$ cat src/rtl/instruction_fetch_pkg.sv
// Shared fetch definitions: fetch-state encoding and the HALT opcode, also used by the decoder.
// Latency: none (types, constants and a pure helper function only).
// Backpressure: not applicable.
package instruction_fetch_pkg;

    typedef enum logic [1:0] {
        INIT = 2'd0,
        RUN  = 2'd1,
        HALT = 2'd2
    } fetch_state_t;

    // Opcode occupies the top OP_W bits of every instruction word.
    localparam int unsigned OP_W = 6;
    localparam logic [OP_W-1:0] OP_HALT = 6'h3F;

    function automatic logic is_halt_op(input logic [OP_W-1:0] op);
        return op == OP_HALT;
    endfunction

endpackage

$ cat src/rtl/instruction_fetch_pc_next.sv
// Next-PC selection: jump target, PC-relative branch target or sequential increment.
// Latency: purely combinational, zero cycles.
// Backpressure: none here; the caller decides whether the result is loaded (stall/halt).
module pc_next #(
    parameter int N      = 8,
    parameter int AddrSz = 6
) (
    input  logic [AddrSz-1:0] pc,
    input  logic [AddrSz-1:0] ir_pc,
    input  logic              jump_en,
    input  logic [AddrSz-1:0] jump_addr,
    input  logic              branch_en,
    input  logic [N-1:0]      branch_offset,
    output logic [AddrSz-1:0] next_pc
);

    // Sign-extend first, then truncate, so a wide offset still wraps modulo 2^AddrSz.
    logic [AddrSz-1:0] offset_trunc;
    assign offset_trunc = AddrSz'({{AddrSz{branch_offset[N-1]}}, branch_offset});

    // Jump beats branch beats sequential; all sums wrap naturally at AddrSz bits.
    always_comb begin
        next_pc = pc + AddrSz'(1);
        if (jump_en) begin
            next_pc = jump_addr;
        end else if (branch_en) begin
            next_pc = ir_pc + offset_trunc;
        end
    end

endmodule

$ cat src/rtl/instruction_fetch.sv
// Instruction fetch stage: drives program memory address, registers instruction into ir with ir_pc/ir_valid.
// Latency: instruction appears in ir one edge after its address is presented; a taken redirect costs one bubble.
// Backpressure: stall freezes PC and ir; a fetched HALT opcode stops fetch until reset.
module instruction_fetch
    import instruction_fetch_pkg::*;
#(
    parameter int N             = 8,
    parameter int AddrSz        = 6,
    parameter int InstructionSz = 24
) (
    input  logic                     clk,
    input  logic                     reset,
    output logic [AddrSz-1:0]        address,
    input  logic [InstructionSz-1:0] instruction,
    input  logic                     stall,
    input  logic                     jump_en,
    input  logic [AddrSz-1:0]        jump_addr,
    input  logic                     branch_en,
    input  logic [N-1:0]             branch_offset,
    output logic [InstructionSz-1:0] ir,
    output logic [AddrSz-1:0]        ir_pc,
    output logic                     ir_valid,
    output logic                     halted
);

    fetch_state_t      state;
    logic [AddrSz-1:0] pc;
    logic [AddrSz-1:0] target;
    logic              halt_seen;

    assign address   = pc;
    assign halt_seen = ir_valid && is_halt_op(ir[InstructionSz-1 -: OP_W]);

    pc_next #(
        .N      (N),
        .AddrSz (AddrSz)
    ) u_pc_next (
        .pc            (pc),
        .ir_pc         (ir_pc),
        .jump_en       (jump_en),
        .jump_addr     (jump_addr),
        .branch_en     (branch_en),
        .branch_offset (branch_offset),
        .next_pc       (target)
    );

    // Fetch FSM: one INIT cycle, then RUN with stall > halt > jump > branch > sequential; HALT exits only by reset.
    always_ff @(posedge clk or posedge reset) begin
        if (reset) begin
            state    <= INIT;
            pc       <= '0;
            ir       <= '0;
            ir_pc    <= '0;
            ir_valid <= 1'b0;
            halted   <= 1'b0;
        end else begin
            case (state)
                INIT: begin
                    pc       <= '0;
                    ir_valid <= 1'b0;
                    halted   <= 1'b0;
                    state    <= RUN;
                end
                RUN: begin
                    if (stall) begin
                        // Everything holds; redirect requests are dropped this cycle.
                    end else if (halt_seen) begin
                        ir_valid <= 1'b0;
                        halted   <= 1'b1;
                        state    <= HALT;
                    end else begin
                        // On a redirect the capture still happens but is flushed via ir_valid.
                        ir       <= instruction;
                        ir_pc    <= pc;
                        ir_valid <= !(jump_en || branch_en);
                        pc       <= target;
                    end
                end
                HALT: begin
                    ir_valid <= 1'b0;
                    halted   <= 1'b1;
                end
                default: begin
                    state <= INIT;
                end
            endcase
        end
    end

endmodule

$ cat config.mk
export PLATFORM = sky130hd
export DESIGN_NAME = instruction_fetch
export DESIGN_NICKNAME = d
export VERILOG_FILES = /design/src/rtl/instruction_fetch_pkg.sv /design/src/rtl/instruction_fetch_pc_next.sv /design/src/rtl/instruction_fetch.sv
export SDC_FILE = /design/constraint.sdc
export NUM_CORES = 1
export LEC_CHECK = 0
export ABC_AREA = 1
export CORE_MARGIN = 10
export CORE_UTILIZATION = 40
export CTS_CLUSTER_DIAMETER = 30
export DETAILED_ROUTE_END_ITERATION = 6
export PLACE_DENSITY = 0.75
export SYNTH_ARGS = -nofsm -noshare
export SYNTH_HDL_FRONTEND = slang
export SYNTH_HIERARCHICAL = 1
export SYNTH_SLANG_ARGS = --single-unit
$ cat constraint.sdc
create_clock -name clk -period 1.5 [get_ports clk]
set_input_delay 0.3 -clock clk [delete_from_list [all_inputs] [get_ports clk]]
set_output_delay 0.3 -clock clk [all_outputs]
set_load 0.01 [all_outputs]
==> impl_metrics.env, run 1 <==
export IMPL_cap_violations=0
export IMPL_maxSlewViolCount=0
export IMPL_cts_tree="done"
export IMPL_rrSetupSlack_ns=-0.11
export IMPL_syn_area_um2=2180
export IMPL_fin_cells=445
export IMPL_violations="setup timing"
export IMPL_dieArea_um2=8810
export IMPL_critPathRequiredTime_ns=1.68
export IMPL_cp_common_cell="nand2_1"
export IMPL_setup_viol=3
export IMPL_remaining_drc_errors=0
export IMPL_swShare=0.402
export IMPL_clk_pin_slew_ns=0.08
export IMPL_critPathCaptureType="flop"
export IMPL_synth_seq_cells=40
export IMPL_finalPower_mw=5.60
export IMPL_crit_slowest_cell="dfrtp_1"
export IMPL_vias=2075
export IMPL_final_common_cell="nand2_1"
export IMPL_synth_fp_nets=330
export IMPL_grt_pass1_wl_um=9690
export IMPL_cp_data_arrival_time_ns=1.79
export IMPL_start_kind="flop"
export IMPL_synthDistinctLibCells=24
export IMPL_worst_slew_pin_slew_ns=0.241
export IMPL_fin_util=0.651
export IMPL_pwr_share_seq=0.350
export IMPL_path_cells="ha_2 -> inv_2 -> fa_2 -> inv_2 -> nand3_2 -> nand2_1 -> nand2_1 -> nand3_1 -> nand2_1 -> nand2_1 -> nand2_1 -> nand4_1 -> nand2_1"
export IMPL_cts_sink_count=40
export IMPL_n_antenna_cell=0
export IMPL_period_needed_ns=1.61
export IMPL_synth_top_area_cell="dfrtp_1"
export IMPL_avgSynthCellArea_um2=7.94
export IMPL_drt_iter0_markers=92
export IMPL_comb_power_share=0.514
export IMPL_grt_max_degree=41
export IMPL_syn_inst=275
export IMPL_wl_um=6220
export IMPL_fin_crit_sh=1.07
export IMPL_slowest_delay_ns=0.36
export IMPL_fin_ws_ns=-0.108
export IMPL_critPathBufInv=2
export IMPL_grt_antenna_before_repair=0
export IMPL_fp_coreArea_um2=5200
export IMPL_wl_per_cell_um=14.0
export IMPL_clock_skew_ns=0.00704
export IMPL_rr_endpoint="address[4]$_DFFE_PP0P_"
export IMPL_areaGrowthSynthToFinish_pct=55.1
export IMPL_dpl_worst_slack_ns=-0.502
export IMPL_p_switching_mw=2.25
export IMPL_hpwlAfterDp_um=4660
export IMPL_mostFrequentLayoutCells="nand2_1, inv_1, clkdlybuf4s50_1"
export IMPL_synth_top_cells_by_area="dfrtp_1, nand2_1, inv_1"
export IMPL_path_max_fanout=2
export IMPL_die_y_um=93.9
export IMPL_tritoncts_num_buffers=5
export IMPL_layout_nets=429
export IMPL_clock_path_buffers=2
export IMPL_critPathKind="flop to flop"
export IMPL_port_buffers=78
export IMPL_status="finished with violations"
export IMPL_min_path_type="primary input to async pin"
export IMPL_rsz0062_at_grt="true"
export IMPL_ant_nets=0
export IMPL_r2r_cells=13
export IMPL_io_pins=81
export IMPL_leakagePower_nw=1.90
export IMPL_htree_levels=2
export IMPL_cts_root_buf="clkbuf_8"
export IMPL_reg2reg_from="ir_pc[0]$_DFFE_PP0P_"
export IMPL_drive_gt1_frac=0.168
export IMPL_finalHoldViolations=0
export IMPL_viasPerCell=4.66
export IMPL_grt_pass1_vias=2100
export IMPL_timing_slew_headroom=0.839
export IMPL_power_density_nw_per_um2=1650
export IMPL_clockPowerShare=0.136
export IMPL_ys_seq_area_frac=0.458
export IMPL_dp_cells=434
export IMPL_clk_insertion_delay_late_ns=0.29
export IMPL_routabilityCongestion=0.829
export IMPL_drt_pass1_iter_count=4
export IMPL_die_w_um=93.9
export IMPL_fmax_mhz=622
export IMPL_synth_warnings=6
export IMPL_initial_core_util=0.419
export IMPL_vdd_ir_drop_max_mv=1.02
export IMPL_grt_use_total=0.136
export IMPL_num_rows=26
export IMPL_critPathTopFamily="adder cells"
export IMPL_grt_overflow=0
export IMPL_yosys_area_top_type_share=0.458
export IMPL_internal_power_mw=3.35
-- state kept, by name, summed over array words and instances (netlist names) --
| name | count |
|---|---|
| ir_pc | 6 |
| halted | 1 |
| address | 6 |
| state | 2 |
| ir | 24 |
| ir_valid | 1 |
-- Yosys cell counts (all sizes together) --
| library cell | instances |
|---|---|
| a21o | 1 |
| a21oi | 6 |
| a31oi | 1 |
| buf | 6 |
| clkbuf | 2 |
| dfrtp | 40 |
| fa | 1 |
| ha | 11 |
| inv | 51 |
| nand2 | 75 |
| nand3 | 20 |
| nand3b | 1 |
| nand4 | 7 |
| nor2 | 12 |
| o21ai | 39 |
| xnor2 | 1 |
| xor2 | 1 |
-- layer usage --
metal / track usage / vias to the layer above / part of all wire
met5: 0 / - / 0
met4: 0.0329 / 0 / 0.014
met3: 0.0560 / 6 / 0.068
met2: 0.245 / 47 / 0.53
met1: 0.143 / 959 / 0.39
li1: - / 1063 / -
-- how the worst max path moves through the flow --
stage | startpoint | end | slack, ns | cells after the start
5_1_grt | ir_pc[0]$_DFFE_PP0P_ | address[4]$_DFFE_PP0P_ | -0.20 | 13
3_3_place_gp | branch_offset[0] | address[4]$_DFFE_PP0P_ | -0.46 | 14
6_report | ir_pc[0]$_DFFE_PP0P_ | address[4]$_DFFE_PP0P_ | -0.11 | 13
3_5_place_dp | branch_offset[0] | address[4]$_DFFE_PP0P_ | -0.50 | 14
4_1_cts | ir_pc[0]$_DFFE_PP0P_ | address[4]$_DFFE_PP0P_ | -0.11 | 13
2_1_floorplan | ir_pc[0]$_DFFE_PP0P_ | address[4]$_DFFE_PP0P_ | -0.08 | 13
-- worst reg2reg max path, cell delays in order, from the launching register on --
cell	delay, ns
dfrtp_1	0.36
ha_2	0.20
inv_2	0.04
fa_2	0.33
inv_2	0.07
nand3_2	0.06
nand2_1	0.06
nand2_1	0.04
nand3_1	0.06
nand2_1	0.05
nand2_1	0.05
nand2_1	0.05
nand4_1	0.08
nand2_1	0.05
-- timing repair --
item,CTS,global route
buffers inserted,2,2
hold endpoints to repair,0,0
pin swaps,10,8
gates resized for setup,45,24
hold buffers,0,0
setup endpoints to repair,40,23
-- power by group through the flow --
stage	registers [mW]	logic, mW	clock network [mW]
floorplan	2.14	1.22	0
global placement	1.95	2.93	0
detailed placement	1.97	3.02	0
CTS	1.96	2.88	0.786
global route	2.04	3.24	0.836
finish	1.96	2.88	0.761
-- through the flow --
step | hold slack (ns) | instance area, um2 | setup TNS [ns]
global route | 0.376 | 3390 | -0.658
global placement | 0.465 | 3190 | -1.94
floorplan | 0.430 | 2190 | -0.0991
CTS | 0.382 | 3310 | -0.262
finish | 0.378 | 3390 | -0.241
detailed placement | 0.474 | 3190 | -2.16
-- area by class of cell --
cell class                      count  area, um2
Clock buffer                        6       82.6
Clock inverter                      2       15.0
Fill cell                         477       1820
Inverter                           51        191
Multi-Input combinational cell    176       1010
Sequential cell                    40       1010
Tap cell                           70       87.6
Timing Repair Buffer              100        995
-- cell families (layout without fill, tap and decap cells) --
family,count (synthesis),count (layout),share of synthesized area
AO/OA/AOI/OAI,47,47,0.109
XOR/XNOR,2,2,0.00802
adder cells (fa/ha/maj),12,12,0.0722
buffers and inverters,59,159,0.119
flip-flops,40,40,0.458
AND/OR/NAND/NOR,115,115,0.233
(Power assumes the default switching activity.)
==> inputs of run 2 (changes only) <==
CELL_PAD_IN_SITES_DETAIL_PLACEMENT = 2   (was unset)
CELL_PAD_IN_SITES_GLOBAL_PLACEMENT = 2   (was unset)
CORE_UTILIZATION = 22   (was 40)
PLACE_DENSITY = 0.8   (was 0.75)
SETUP_SLACK_MARGIN = 0.5   (was unset)
==> run 2 against run 1 <==
The run still ends with setup timing left. Clock power increased by 3.4%. Global-route usage is 0.73 points higher. Count of clock-buffer cells in the layout is the same. Wire length is 100% higher. Die area increased by 62%. Via count is 28% higher. Largest cell class is now non-clock buffers. Final area rose by 45%. Non-clock buffer count up 84.
==> impl_metrics.env, run 2 (same netlist as run 1, synthesis figures left out) <==
export IMPL_grt_max_degree=19
export IMPL_initial_core_util=0.224
export IMPL_layout_nets=513
export IMPL_largest_reg_flops=24
export IMPL_min_path_type="primary input to async pin"
export IMPL_cts_sink_count=40
export IMPL_fmax_mhz=566
export IMPL_dpl_worst_slack_ns=-0.551
export IMPL_setup_tns_ns=-1.09
export IMPL_die_y_um=120
export IMPL_leakagePower_nw=2.41
export IMPL_fin_cells=592
export IMPL_clock_skew_ns=0.0146
export IMPL_largest_register="ir"
export IMPL_tritoncts_num_buffers=5
export IMPL_final_common_cell="buf_4"
export IMPL_critPathKind="flop to flop"
export IMPL_port_buffers=78
export IMPL_start_kind="flop"
export IMPL_maxSlewViolCount=0
export IMPL_critPathCaptureType="flop"
export IMPL_wl_um=12600
export IMPL_status="finished with violations"
export IMPL_clock_path_buffers=2
export IMPL_drt_pass1_iter_count=4
export IMPL_vias=2650
export IMPL_ant_nets=0
export IMPL_clk_pin_slew_ns=0.10
export IMPL_power_density_nw_per_um2=1920
export IMPL_routabilityCongestion=0.752
export IMPL_timing_slew_headroom=0.775
export IMPL_grt_overflow=0
export IMPL_setup_viol=6
export IMPL_dp_cells=498
export IMPL_dieArea_um2=14300
export IMPL_grt_use_total=0.143
export IMPL_wl_per_cell_um=21.3
export IMPL_hpwlAfterDp_um=6410
export IMPL_worst_slew_pin_slew_ns=0.336
export IMPL_vdd_ir_drop_max_mv=0.726
export IMPL_mostFrequentLayoutCells="buf_4, buf_6, inv_1"
export IMPL_fin_ws_ns=-0.266
export IMPL_cap_violations=0
export IMPL_finalPower_mw=9.42
export IMPL_viasPerCell=4.48
export IMPL_period_needed_ns=1.77
export IMPL_cp_data_arrival_time_ns=2.02
export IMPL_drive_gt1_frac=0.584
export IMPL_fin_util=0.505
export IMPL_cts_root_buf="clkbuf_8"
export IMPL_fp_coreArea_um2=9730
export IMPL_die_w_um=120
export IMPL_htree_levels=2
export IMPL_cts_tree="done"
export IMPL_critPathRequiredTime_ns=1.75
export IMPL_path_max_fanout=3
export IMPL_violations="setup timing"
export IMPL_dpl_cell_area_um2=3360
export IMPL_num_rows=36
export IMPL_fin_crit_sh=1.18
export IMPL_grt_antenna_before_repair=0
export IMPL_grt_pass1_vias=2966
export IMPL_clk_insertion_delay_late_ns=0.31
export IMPL_finalHoldViolations=0
export IMPL_drt_iter0_markers=80
export IMPL_fin_hold_ws_ns=0.318
export IMPL_io_pins=81
export IMPL_grt_pass1_wl_um=16600
export IMPL_n_antenna_cell=0
export IMPL_rsz0062_at_grt="true"
export IMPL_remaining_drc_errors=0
export IMPL_fin_area_um2=4910
export IMPL_areaGrowthSynthToFinish_pct=125
## run 2: path summary, 6_finish.rpt
path / start / endpoint / slack [ns] / cells after the start
hold / removal: reset / ir_valid$_DFFE_PP0P_ / 0.32 / 2
max in group asynchronous: reset / ir_pc[5]$_DFFE_PP0P_ / 0.76 / 3
hold reg to reg: halted$_DFFE_PP0P_ / halted$_DFFE_PP0P_ / 0.48 / 2
setup reg to reg: ir_pc[0]$_DFFE_PP0P_ / address[4]$_DFFE_PP0P_ / -0.27 / 12
min in group clk: halted$_DFFE_PP0P_ / halted$_DFFE_PP0P_ / 0.48 / 2
setup / recovery: ir_pc[0]$_DFFE_PP0P_ / address[4]$_DFFE_PP0P_ / -0.27 / 12
## run 2: per-layer routing
metal / vias up / GRT usage / wire [um]
li1: 1230 / - / -
met4: 0 / 0.0204 / 185
met5: - / 0 / 0
met3: 12 / 0.0253 / 289
met1: 1358 / 0.152 / 4610
met2: 50 / 0.289 / 7500
## run 2: area by class of cell
cell class                 instances  area (um2)
fill                            1001        4810
multi-input combinational        176        1470
clock buffer                       6        72.6
tap                              133         166
sequential                        40        1010
timing repair buffer             184        1990
clock inverter                     2        12.5
inverter                          51         198
## run 2: where the power goes
group | internal [mW] | switching [mW] | total (mW)
clock network | 0.327 | 0.459 | 0.787
registers | 1.59 | 0.503 | 2.09
logic | 3.57 | 2.97 | 6.54
total | 5.48 | 3.93 | 9.42
## run 2: critical path, stage by stage (launching register included)
cell      delay (ns)
dfrtp_1         0.40
ha_2            0.22
inv_2           0.04
fa_2            0.34
inv_2           0.09
nand3_2         0.08
nand3b_1        0.13
nand3_2         0.08
nand2_1         0.06
nand2_1         0.05
nand2_1         0.07
nand4_1         0.08
nand2_1         0.08
## run 2: repair_timing
item                       CTS  global route
hold buffers                 0             0
gates cloned                 8             1
setup endpoints to repair   78            78
pin swaps                   40            41
setup buffers               47            30
gates resized for setup    277            78
